**config.mk**
```make
export PLATFORM = sky130hd
export DESIGN_NAME = memory_interface
export DESIGN_NICKNAME = d
export VERILOG_FILES = /design/src/rtl/memory_interface.sv
export SDC_FILE = /design/constraint.sdc
export NUM_CORES = 1
export LEC_CHECK = 0
export ABC_CLOCK_PERIOD_IN_PS = 2200
export CAP_MARGIN = 20
export CORE_ASPECT_RATIO = 0.75
export CORE_MARGIN = 4
export CORE_UTILIZATION = 45
export CTS_CLUSTER_SIZE = 28
export DETAILED_ROUTE_END_ITERATION = 7
export DONT_BUFFER_PORTS = 1
export GPL_TIMING_DRIVEN = 0
export HOLD_SLACK_MARGIN = 0.08
export SETUP_SLACK_MARGIN = 0.1
export SLEW_MARGIN = 20
export SYNTH_ARGS = -nofsm -noshare
export SYNTH_HDL_FRONTEND = slang
export SYNTH_SLANG_ARGS = --single-unit
```
**constraint.sdc**
```tcl
create_clock -name Clock -period 2.2 [get_ports Clock]
set_input_delay 0.44 -clock Clock [delete_from_list [all_inputs] [get_ports Clock]]
set_output_delay 0.44 -clock Clock [all_outputs]
set_load 0.01 [all_outputs]
```
**src/rtl/memory_interface.sv**
```systemverilog
`default_nettype none
// ============================================================================
// memory_interface: MAR/MDR owner that runs read/write transactions against
// a synchronous RAM with a configurable read latency.
// Revision: 1.0
// ============================================================================
module memory_interface #(
    parameter int ADDR_WIDTH  = 9,
    parameter int DATA_WIDTH  = 32,
    parameter int WAIT_CYCLES = 1
) (
    input  logic                  Clock,
    input  logic                  Reset,
    input  logic [DATA_WIDTH-1:0] BusMuxOut,
    input  logic                  MARin,
    input  logic                  MDRin,
    input  logic                  read,
    input  logic                  wren,
    input  logic [DATA_WIDTH-1:0] mem_rdata,
    output logic [DATA_WIDTH-1:0] MDRdata,
    output logic [ADDR_WIDTH-1:0] mem_addr,
    output logic [DATA_WIDTH-1:0] mem_wdata,
    output logic                  mem_re,
    output logic                  mem_we,
    output logic                  busy,
    output logic                  done
);

    // A latency of 0 behaves as 1; the 3-bit counter caps it at 7.
    localparam int          c_WAIT_CLAMP = (WAIT_CYCLES < 1) ? 1 :
                                           ((WAIT_CYCLES > 7) ? 7 : WAIT_CYCLES);
    localparam logic [2:0]  c_WAIT_INIT  = 3'(c_WAIT_CLAMP);

    typedef enum logic [1:0] {
        S_IDLE  = 2'd0,
        S_READ  = 2'd1,
        S_WRITE = 2'd2
    } state_t;

    state_t                  state_q;
    logic [2:0]              cnt_q;
    logic [ADDR_WIDTH-1:0]   mar_q;
    logic [DATA_WIDTH-1:0]   mdr_q;
    logic                    done_q;

    always_ff @(posedge Clock or negedge Reset) begin
        if (!Reset) begin
            state_q <= S_IDLE;
            cnt_q   <= 3'd0;
            mar_q   <= '0;
            mdr_q   <= '0;
            done_q  <= 1'b0;
        end else begin
            done_q <= 1'b0;
            case (state_q)
                S_IDLE: begin
                    if (MARin)
                        mar_q <= BusMuxOut[ADDR_WIDTH-1:0];
                    if (MDRin && !read)
                        mdr_q <= BusMuxOut;
                    // A read request beats a simultaneous write; the write is dropped.
                    if (MDRin && read) begin
                        state_q <= S_READ;
                        cnt_q   <= c_WAIT_INIT;
                    end else if (wren) begin
                        state_q <= S_WRITE;
                    end
                end
                S_READ: begin
                    if (cnt_q <= 3'd1) begin
                        mdr_q   <= mem_rdata;
                        done_q  <= 1'b1;
                        state_q <= S_IDLE;
                    end else begin
                        cnt_q <= cnt_q - 3'd1;
                    end
                end
                S_WRITE: begin
                    done_q  <= 1'b1;
                    state_q <= S_IDLE;
                end
                default: begin
                    state_q <= S_IDLE;
                end
            endcase
        end
    end

    assign MDRdata   = mdr_q;
    assign mem_addr  = mar_q;
    assign mem_wdata = mdr_q;
    assign mem_re    = (state_q == S_READ);
    assign mem_we    = (state_q == S_WRITE);
    assign busy      = (state_q != S_IDLE);
    assign done      = done_q;

    // Only the low ADDR_WIDTH bus bits address the RAM.
    if (DATA_WIDTH > ADDR_WIDTH) begin : g_unused_bus
        logic unused_bus;
        assign unused_bus = ^BusMuxOut[DATA_WIDTH-1:ADDR_WIDTH];
    end

endmodule
`default_nettype wire

```
* Word-level counts from Yosys, hierarchy flattened
Index checks and enable logic that the tools add are counted.
** Operators by class
- Muxes and demuxes :: 12
- Bitwise operators :: 0
- Divide/modulo/power cells :: 0
- Shift operators :: 0
- Multipliers :: 0
- Eq/ne operators :: 7
- Reductions and logical operators :: 10
- Magnitude comparators :: 1
- Add/subtract/negate cells :: 1
** Operators with widths (number)
- 32-bit two-way mux :: 2
- 32-bit case mux with 2 select lines :: 1
- 2-bit two-way mux :: 3
- 3-bit two-way mux :: 2
- 2-bit inequality test, second input constant :: 3
- 3-bit case mux with 2 select lines :: 1
- 3-bit AND reduction :: 2
- 2-bit case mux with 2 select lines :: 1
- 2-bit AND reduction :: 2
- 2-bit nonzero test :: 2
- 3-bit by 1-bit <= comparator with 1-bit output, second input constant :: 1
- 3-bit inequality test, second input constant :: 1
- 3-bit by 1-bit subtractor with 3-bit output, second input constant :: 1
- 2-bit by 1-bit == test with 1-bit output, second input constant :: 1
- 2-bit == test, second input constant :: 1
- 1-bit logical AND :: 2
- 2-bit zero test :: 1
- 2-bit by 1-bit inequality test with 1-bit output, second input constant :: 1
- 1-bit case mux with 2 select lines :: 1
- 1-bit zero test :: 1
- 1-bit two-way mux :: 1
** Storage, ports and cells
- Memories :: 0
- Bits in read-only memories :: 0
- Bits in registers :: 47
- Bits in latches :: 0
- Word-level logic and storage cells :: 36
- Bits in writable memories :: 0
- Bits of input ports :: 70

* Logic depth before layout (Yosys ltp)
Gate-level depths: netlist (run 1).
- Depth in word-level cells :: 4
- Gate-level depth with buffers :: 7

* Worst setup path before layout (run 1)
OpenSTA, ideal clock, no wires.
- Kind :: register -> register
- Start point :: register state_q[1]
- End point :: register mdr_q[10] (netlist: MDRdata[10])
- Path buffers :: 2
- Stages on the path, launching flop included :: 7
- Data arrival time :: 1.824 ns
- Slack :: 0.249 ns
- Period minus slack after synthesis :: 1.951 ns
- Cells stage by stage :: dfrtp_1 > inv_1 > ha_1 > buf_2 > clkbuf_1 > mux2_2 > mux2_1
** Between the ends
- Longest elaborated chain between the ends :: 3
** RTL lines
- from (decl) :: line 40 : state_t state_q;
- from (signal assigned) :: line 48 : state_q <= S_IDLE;
- from (signal assigned) :: line 63 : state_q <= S_READ;
- from (signal assigned) :: line 66 : state_q <= S_WRITE;
- 2-bit by 1-bit == test with 1-bit output *
- via mem_re :: line 23 : output logic mem_re,
- 2-bit by 1-bit inequality test with 1-bit output (no source line) / 2-bit nonzero test (equally long branches)
- 3-bit AND reduction (no source line)
- to (signal assigned) :: line 60 : mdr_q <= BusMuxOut;
- to (signal assigned) :: line 71 : mdr_q <= mem_rdata;
- to (decl) :: line 43 : logic [DATA_WIDTH-1:0] mdr_q;
The timed path passes the listed nets; every way through them passes the cells marked *.
A chain may end at the register's enable or synchronous reset.

* Worst setup path after layout (run 1)
- Start point :: register state_q[1]
- End point :: register mdr_q[4] (netlist: MDRdata[4])
The elaborated chain is that of the path after synthesis.

==> results of run 1 <==
==> timing repair <==
| action | CTS | global route |
|---|---|---|
| buffers inserted | 2 | 1 |
| hold buffers | 2 | 0 |
| hold endpoints to repair | 47 | 0 |
| pin swaps | 1 | 1 |
| resized for setup | 5 | 5 |
| gates cloned | 0 | 1 |
| endpoints found under the setup margin | 31 | 31 |
==> cell usage after synthesis, types with 2 or more instances <==
| master | n |
|---|---|
| buf_4 | 32 |
| mux2_2 | 72 |
| a31oi_1 | 2 |
| clkbuf_1 | 3 |
| mux2_1 | 2 |
| ha_1 | 5 |
| nand2_1 | 3 |
| inv_1 | 7 |
| nand2b_1 | 3 |
| nand3b_1 | 2 |
| nand3_1 | 3 |
| dfrtp_1 | 47 |
| a32oi_1 | 2 |
| buf_6 | 3 |
==> cells by family after synthesis <==
kind of cell / Yosys count
compound gates: 10
fa+ha+maj: 5
buf+inv: 47
flops: 47
mux: 75
simple gates: 14
==> through the flow <==
step | hold WS, ps | instances
finish | 296 | 287
global route | 274 | 287
CTS | 280 | 285
detailed placement | 146 | 273
global placement | 146 | 273
floorplan | 144 | 198
==> state kept, by name (all words and copies together), names as in the netlist <==
| register | cells |
|---|---|
| MDRdata | 32 |
| cnt_q | 3 |
| mem_addr | 9 |
| state_q | 2 |
| done | 1 |
==> area by class of cell <==
cell class | count | area, um2
Tap cell | 75 | 93.8
Buffer | 40 | 302
Multi-Input combinational cell | 104 | 1100
Fill cell | 476 | 2570
Inverter | 7 | 26.3
Sequential cell | 47 | 1180
Clock buffer | 8 | 100
Timing Repair Buffer | 6 | 67.6
==> metal layers <==
layer	routed length [um]	share of wire [%]	vias up	GRT usage (%)
li1	-	-	689	-
met3	557	10	2	5.63
met1	2150	39	738	18.6
met2	2790	51	73	26.0
met4	19	0.34	0	2.84
met5	0	0	-	0
==> power by group <==
part	internal [W]	total, W	switching, W
sequential	0.00130	0.00187	0.000569
clock	0.000287	0.000561	0.000274
combinational	0.00122	0.00213	0.000908
==> path summary, 6_finish.rpt <==
check	slack, ps	from	depth (start not counted)	endpoint
setup / recovery	190	state_q[1]$_DFFE_PN0P_	8	MDRdata[4]$_DFFE_PN0P_
hold / removal	300	BusMuxOut[1]	1	mem_addr[1]$_DFFE_PN0P_
setup reg to reg	190	state_q[1]$_DFFE_PN0P_	8	MDRdata[4]$_DFFE_PN0P_
hold reg to reg	540	state_q[1]$_DFFE_PN0P_	1	state_q[1]$_DFFE_PN0P_
max in group asynchronous	1290	Reset	2	MDRdata[6]$_DFFE_PN0P_
min in group asynchronous	700	Reset	2	mem_addr[3]$_DFFE_PN0P_
==> metrics, run 1 <==
area leader, netlist dfrtp_1; Mapped Area about 2600 um2; grt total ovfl 0; DR WL/cell just under 20 um; vias in the first global route 1656; post-synthesis adder-cell area fraction 2.42%; DR vias/cell ~5.2; die height 73.6 um; synth unique cells 26; clk sink count 47; post-placement cell area 2680 um2; YS warnings 0; clk_lat worst skew between 200 and 300 ps; worst slew pin tran 479 ps; Final Slew Violations 0; Power Total 0.00456 W; core footprint 5440 um2; crit share post-route roughly nine tenths; final instance area 2860 um2; power density over the cells 1590 nW/um2; Util after Layout 52.7%; Initial Util 47.5%; minimum clock period 2010 ps; Synth Area in Compound Gates approximately 3.7%; dominant synthesized flop cell dfrtp_1; most frequent CP cell buf_4; CP Cell Sequence inv_1, ha_2, buf_4, nand2b_4, a32oi_4, buf_4, buf_4, mux2_2; slowest stage delay, CP around 410 ps; number of synthesized flops with an enable pin 0; pre-CTS WS -59.1 ps; Max Cap Viol 0; clock-pin slew on the worst setup and hold paths roughly 80 ps; Slew headroom 68.0%; mux share of post-synthesis cell area about a third; f_max a little under 0.5 GHz; Seq/Total Area, Yosys 45.5%; DR pass1 iterations 3; H-Tree Depth 2; Hold Path Class in2reg; FF+latch count, synth 47; skew final 3.35 ps; I/O pin cnt 147; status completed; Synth Area in Simple Gates 3.25%; initial antenna violation count 0; Final Hold Viols 0; largest net degree at the start of global routing 48; Synth Instances between 150 and 200; Leak Pwr 1.24 nW; I/O Buffers 0; final wirelength 5.51 mm; final net count roughly 290; cts bufs inserted 5; full die area 7030 um2; clock root cell clkbuf_8; Placer Congestion 0.784; via count 1502; Worst Setup Slack, final 186 ps; commonest non-fill, non-tap cells in the layout mux2_2, dfrtp_1, buf_4; Critical Path RT 2380 ps; RSZ-0062 raised after global routing false; maximum vdd ir drop 0.696 mV; row count 23; Synth Area per Inst 13.0 um2; Startpoint Class flip-flop; total global-route track usage 15.2%; Layout area overhead 10.9%; Synth Net Count approximately 270; chip width 95.5 um; Worst Setup End Kind flip-flop; Clock Path Buffers 2; TritonCTS clock tree done; endpoints failing setup 0; dpl hpwl approximately 4.2 mm; XOR/XNOR share of the synthesized area 0%; most common cell after layout, fill and taps aside mux2_2; Async SR Flop Fraction 100%; Detailed Route Iter0 Violations 36; Crit path buffers/inverters 4; kind of critical path reg2reg; first-pass GRT wire length about 8.3 mm; layout cells sized above 1 about 61%; top-area cell type share of the netlist area 45.5%; Setup TNS 0 ps; drt drc 0; largest family of logic cells by synthesized area multiplexers; slowest stage cell, crit path dfrtp_1; CP max FO 7; Worst Path Arrival 2190 ps; top post-synthesis cells by area dfrtp_1, mux2_2, buf_4; critical path's top delay family buffers and inverters; n_diodes 0; Routed Antenna Nets 0
No activity file was read; power rests on OpenSTA's default activity.
==> run 2, diff against run 1 <==
Settings changed: ABC_AREA set to 1.
==> run 2 against run 1 <==
Against the previous run:
- largest cell class unchanged
- critical path type unchanged
- maximum frequency is 4.0% higher
- synthesized cell count up 82%
- global-route usage up 3.7 points
- design area shrank 0.31%
- utilization decreased by 0.71 points
- sequential power about the same
- critical path depth is 1 lower
- routed wire length is 23% higher
- highest routed layer unchanged
- power increased by 3.9%
- synthesized area up 1.6%
==> metrics, run 2 <==
Synth Instances 361; mux share of post-synthesis cell area 0%; first-pass GRT wire length 10.1 mm; maximum vdd ir drop 0.656 mV; synth unique cells 15; area leader, netlist dfrtp_1; Clock Path Buffers 2; FF+latch count, synth 47; Clk pwr share a little under an eighth; die height 74.1 um; sequential power share 38.8%; DR vias/cell 4.89; TritonCTS clock tree done; power density over the cells 1660 nW/um2; total global-route track usage between 10% and 20%; clk sink count 47; Synth Area in Compound Gates 4.63%; internal power roughly 0.0025 W; skew final 5.12 ps; via count 2181; full die area between 7000 and 8000 um2; Final Slew Violations 0; Worst Path Arrival ~2100 ps; H-Tree Depth 2; Layout area overhead 8.82%; top post-synthesis cells by area dfrtp_1, nand2_1, buf_4; Util after Layout 51.9%; row count 23; I/O pin cnt approximately 150; Startpoint Class flip-flop; Hold Path Class in2reg; Placer Congestion 0.877; most instantiated library cell after synthesis nand2_1; commonest non-fill, non-tap cells in the layout nand2_1, dfrtp_1, nand3_1; slowest stage cell, crit path clkbuf_1; critical path's top delay family buffers and inverters; n_diodes 0; cts bufs inserted 5; minimum clock period between 1500 and 2000 ps; Net Switching 0.00225 W; dominant synthesized flop cell dfrtp_1; XOR/XNOR share of the synthesized area 0%; drt drc 0; Synth Net Count 436; Slew headroom between 60% and 70%; Crit path buffers/inverters 3; clock-pin slew on the worst setup and hold paths approximately 90 ps; number of synthesized flops with an enable pin 0; core footprint 5500 um2; layout cells sized above 1 approximately 15%; f_max 0.516 GHz; Final Hold Viols 0; Seq/Total Area, Yosys between 40 and 50%; top-area cell type share of the netlist area 44.8%; dpl hpwl 5.25 mm; Max Cap Viol 0; final net count 445; clk_lat worst skew ~300 ps; status completed; endpoints failing setup 0; YS warnings 0; Synth top cells by count nand2_1, dfrtp_1, nand3_1; switching share of power 47.5%; largest family of logic cells by synthesized area simple AND/OR/NAND/NOR gates; grt total ovfl 0; Async SR Flop Fraction 100%; Worst Setup End Kind flip-flop; RSZ-0062 raised after global routing false; number of flip-flops in the largest register 32; vias in the first global route ~2000; DR pass1 iterations 4; clock root cell clkbuf_8; Critical Path RT 2390 ps; crit share post-route 88.0%; initial antenna violation count 0; Synth Area in Simple Gates between 30% and 40%; Detailed Route Iter0 Violations approximately 110; Routed Antenna Nets 0; DR WL/cell 15.3 um; final wirelength 6.80 mm; CP Cell Sequence inv_1, ha_1, buf_2, clkbuf_1, o21ai_0, nand3_1, nand2_1; worst slew pin tran between 500 and 600 ps; post-synthesis adder-cell area fraction 2.38%; Setup TNS 0 ps; post-CTS setup buffers 0; slowest stage delay, CP 460 ps; chip width 96.2 um; Initial Util 47.7%; most common cell after layout, fill and taps aside nand2_1; I/O Buffers 0; kind of critical path reg2reg; combinational share of power approximately 49%; Mapped Area roughly 2600 um2; Leak Pwr 1.60 nW; CP max FO 10; largest net degree at the start of global routing 48; Synth Area per Inst 7.27 um2
## run 2: worst paths after layout
check	from	to	slack (ps)	cells after the start
worst max-delay path	state_q[1]$_DFFE_PN0P_	MDRdata[3]$_DFFE_PN0P_	260	7
worst min-delay path	BusMuxOut[5]	mem_addr[5]$_DFFE_PN0P_	310	2
worst max register to register	state_q[1]$_DFFE_PN0P_	MDRdata[3]$_DFFE_PN0P_	260	7
worst min register to register	cnt_q[1]$_DFFE_PN0P_	cnt_q[1]$_DFFE_PN0P_	500	2
max in group asynchronous	Reset	MDRdata[13]$_DFFE_PN0P_	1340	2
min in group asynchronous	Reset	state_q[1]$_DFFE_PN0P_	640	2
## run 2: layout make-up
type                       count  area, um2
fill                         579       2640
sequential                    47       1180
multi-input combinational    245       1050
buffer                        49        319
clock buffer                   8        100
tap                           75       93.8
inverter                      20       75.1
timing repair buffer           2       37.5
## run 2: cells by family after synthesis
kind of cell    Yosys count
flops                    47
buf+inv                  69
compound gates           23
simple gates            217
fa+ha+maj                 5
## run 2: power by group through the flow
stage | Combinational [W] | Clock [W] | Sequential (W)
after floorplan | 0.00192 | 0 | 0.00174
after global placement | 0.00230 | 0 | 0.00186
after detailed placement | 0.00235 | 0 | 0.00187
after CTS | 0.00238 | 0.000588 | 0.00185
after global routing | 0.00267 | 0.000631 | 0.00191
final | 0.00233 | 0.000570 | 0.00184
## run 2: layer usage
layer | vias to the layer above | track usage [%] | wire length (um)
met5 | - | 0 | 0
met4 | 0 | 4.26 | 38
met3 | 4 | 5.56 | 600
met1 | 993 | 25.6 | 2970
li1 | 1105 | - | -
met2 | 79 | 30.1 | 3200
## run 2: worst reg2reg max path, stage by stage (launching register included)
cell and delay (ps):
dfrtp_1 400, inv_1 80, ha_1 250, buf_2 260, clkbuf_1 460, o21ai_0 200, nand3_1 110, nand2_1 60
## run 2: through the flow
step	area (um2)	setup slack (ps)	hold WS (ps)	cells	power [W]
after floorplan	2620	697	144	361	0.00366
after global placement	2720	244	146	436	0.00416
after detailed placement	2720	246	146	436	0.00421
after CTS	2860	230	297	446	0.00482
after global routing	2860	112	305	446	0.00520
final	2860	263	306	446	0.00474
## run 2: what timing repair did
action | CTS | global route
gates resized for setup | 0 | 0
endpoints found under the hold margin | 47 | 0
hold buffers | 2 | 0
==> run 3, diff against run 2 <==
Settings changed: GPL_TIMING_DRIVEN 0 to unset, MAX_ROUTING_LAYER set to met4.
==> run 3 against run 2 <==
Against the previous run:
- clock skew is 5.0 ps higher
- flip-flop and latch count stayed put
- maximum frequency is 7.8% higher
- clock power is 1% higher
- via count is 7.3% lower
- first-iteration DRC count is 32% lower
- routed wire length is 9.8% lower
- sequential share of layout area is 3.7 points higher
- non-clock buffer count is 41 lower
- final cell count is 9.2% lower
- utilization is 4.3 points lower
- highest routed layer unchanged
==> metrics, run 3 (same netlist as run 2, synthesis figures left out) <==
Critical Path RT 2380 ps; register area 1180 um2; Detailed Route Iter0 Violations 71; Startpoint Class flip-flop; Clock Path Buffers 2; RSZ-0062 raised after global routing false; Routed Antenna Nets 0; n_diodes 0; final net count 404; slowest stage delay, CP 400 ps; Final Hold Viols 0; clock-pin slew on the worst setup and hold paths 90 ps; die height ~74 um; final wirelength 6.14 mm; power density over the cells roughly 1700 nW/um2; total global-route track usage approximately 18%; Leak Pwr 1.43 nW; worst slew pin tran 506 ps; DR WL/cell 15.1 um; core footprint 5500 um2; TritonCTS clock tree done; Inst Count DP 395; cts bufs inserted 5; drt drc 0; I/O pin cnt 147; clk_lat worst skew 290 ps; chip width 96.2 um; most common cell after layout, fill and taps aside nand2_1; CP max FO 32; Hold Path Class in2reg; initial antenna violation count 0; Util after Layout 47.6%; Crit path buffers/inverters 2; I/O Buffers 0; crit share post-route 81.7%; clock root cell clkbuf_8; non-filler cells, final 405; clk sink count 47; Final Slew Violations 0; Max Cap Viol 0; DR pass1 iterations 4; kind of critical path reg2reg; commonest non-fill, non-tap cells in the layout nand2_1, dfrtp_1, nand3_1; critical path's top delay family flip-flops; Worst Setup End Kind flip-flop; Initial Util 47.7%; number of flip-flops in the largest register 32; CP Cell Sequence inv_1, ha_2, nor2_1, a21oi_4, nand2_1, buf_4, nand2_1, nand2_1; first-pass GRT wire length 9.64 mm; full die area 7130 um2; Slew headroom 66.2%; slowest stage cell, crit path dfrtp_1; H-Tree Depth 2; DR vias/cell 4.99; area of the multi-input gates 1070 um2; dpl hpwl 4.46 mm; minimum clock period between 1500 and 2000 ps; grt total ovfl 0; layout cells sized above 1 under 10%; row count 23; f_max 0.556 GHz; Layout area overhead -0.238%; via count 2021; most frequent CP cell nand2_1; status completed; endpoints failing setup 0; Worst Path Arrival 1980 ps; Fillers 576; vias in the first global route 1968; Placer Congestion 0.785; Min Hold Slack roughly 310 ps; largest net degree at the start of global routing 48; Setup TNS 0 ps; skew final 10.1 ps; maximum vdd ir drop around 0.75 mV
==> run 3: through the flow <==
step                worst slack [ps]  area (um2)  power, W
CTS                              261        2610   0.00441
finish                           403        2620   0.00434
floorplan                        697        2620   0.00366
detailed placement               277        2470   0.00379
global placement                 310        2470   0.00374
global route                     181        2620   0.00482
==> run 3: report_power, final <==
| part | total (W) | internal, W | switching [W] |
|---|---|---|---|
| registers | 0.00199 | 0.00129 | 0.000707 |
| logic | 0.00177 | 0.000603 | 0.00117 |
| clock network | 0.000576 | 0.000286 | 0.000290 |
==> run 3: worst paths after layout <==
check / slack (ps) / depth (start not counted) / endpoint / from
max: 400 / 8 / MDRdata[30]$_DFFE_PN0P_ / state_q[1]$_DFFE_PN0P_
min: 310 / 2 / mem_addr[8]$_DFFE_PN0P_ / BusMuxOut[8]
max reg2reg: 400 / 8 / MDRdata[30]$_DFFE_PN0P_ / state_q[1]$_DFFE_PN0P_
min reg2reg: 510 / 2 / state_q[1]$_DFFE_PN0P_ / state_q[1]$_DFFE_PN0P_
max in group asynchronous: 1290 / 2 / mem_addr[1]$_DFFE_PN0P_ / Reset
min in group asynchronous: 680 / 2 / MDRdata[0]$_DFFE_PN0P_ / Reset
==> run 3: area by class of cell <==
| cell class | count | share of cell area, % |
|---|---|---|
| sequential | 47 | 44.9 |
| inverter | 20 | 2.87 |
| clock buffer | 7 | 3.68 |
| timing repair buffer | 10 | 3.73 |
| clock inverter | 1 | 0.287 |
| tap | 75 | 3.59 |
| multi-input combinational | 245 | 40.9 |
==> run 3: routing by layer <==
metal	vias to the layer above	share of wire, %	GRT usage [%]
met2	71	46	28.4
met3	4	9.4	6.07
met5	-	0	-
met4	0	0.57	3.79
met1	923	44	22.6
li1	1023	-	-
==> run 3: worst register-to-register path, cell delays in order (launching register included) <==
cell	delay, ps
dfrtp_1	400
inv_1	80
ha_2	400
nor2_1	170
a21oi_4	170
nand2_1	70
buf_4	230
nand2_1	110
nand2_1	50
==> run 3: timing repair <==
action | in CTS | in global routing
hold buffers | 2 | 0
hold endpoints to repair | 47 | 0
endpoints found under the setup margin | 0 | 29
gates resized for setup | 0 | 1
buffers inserted | 0 | 0
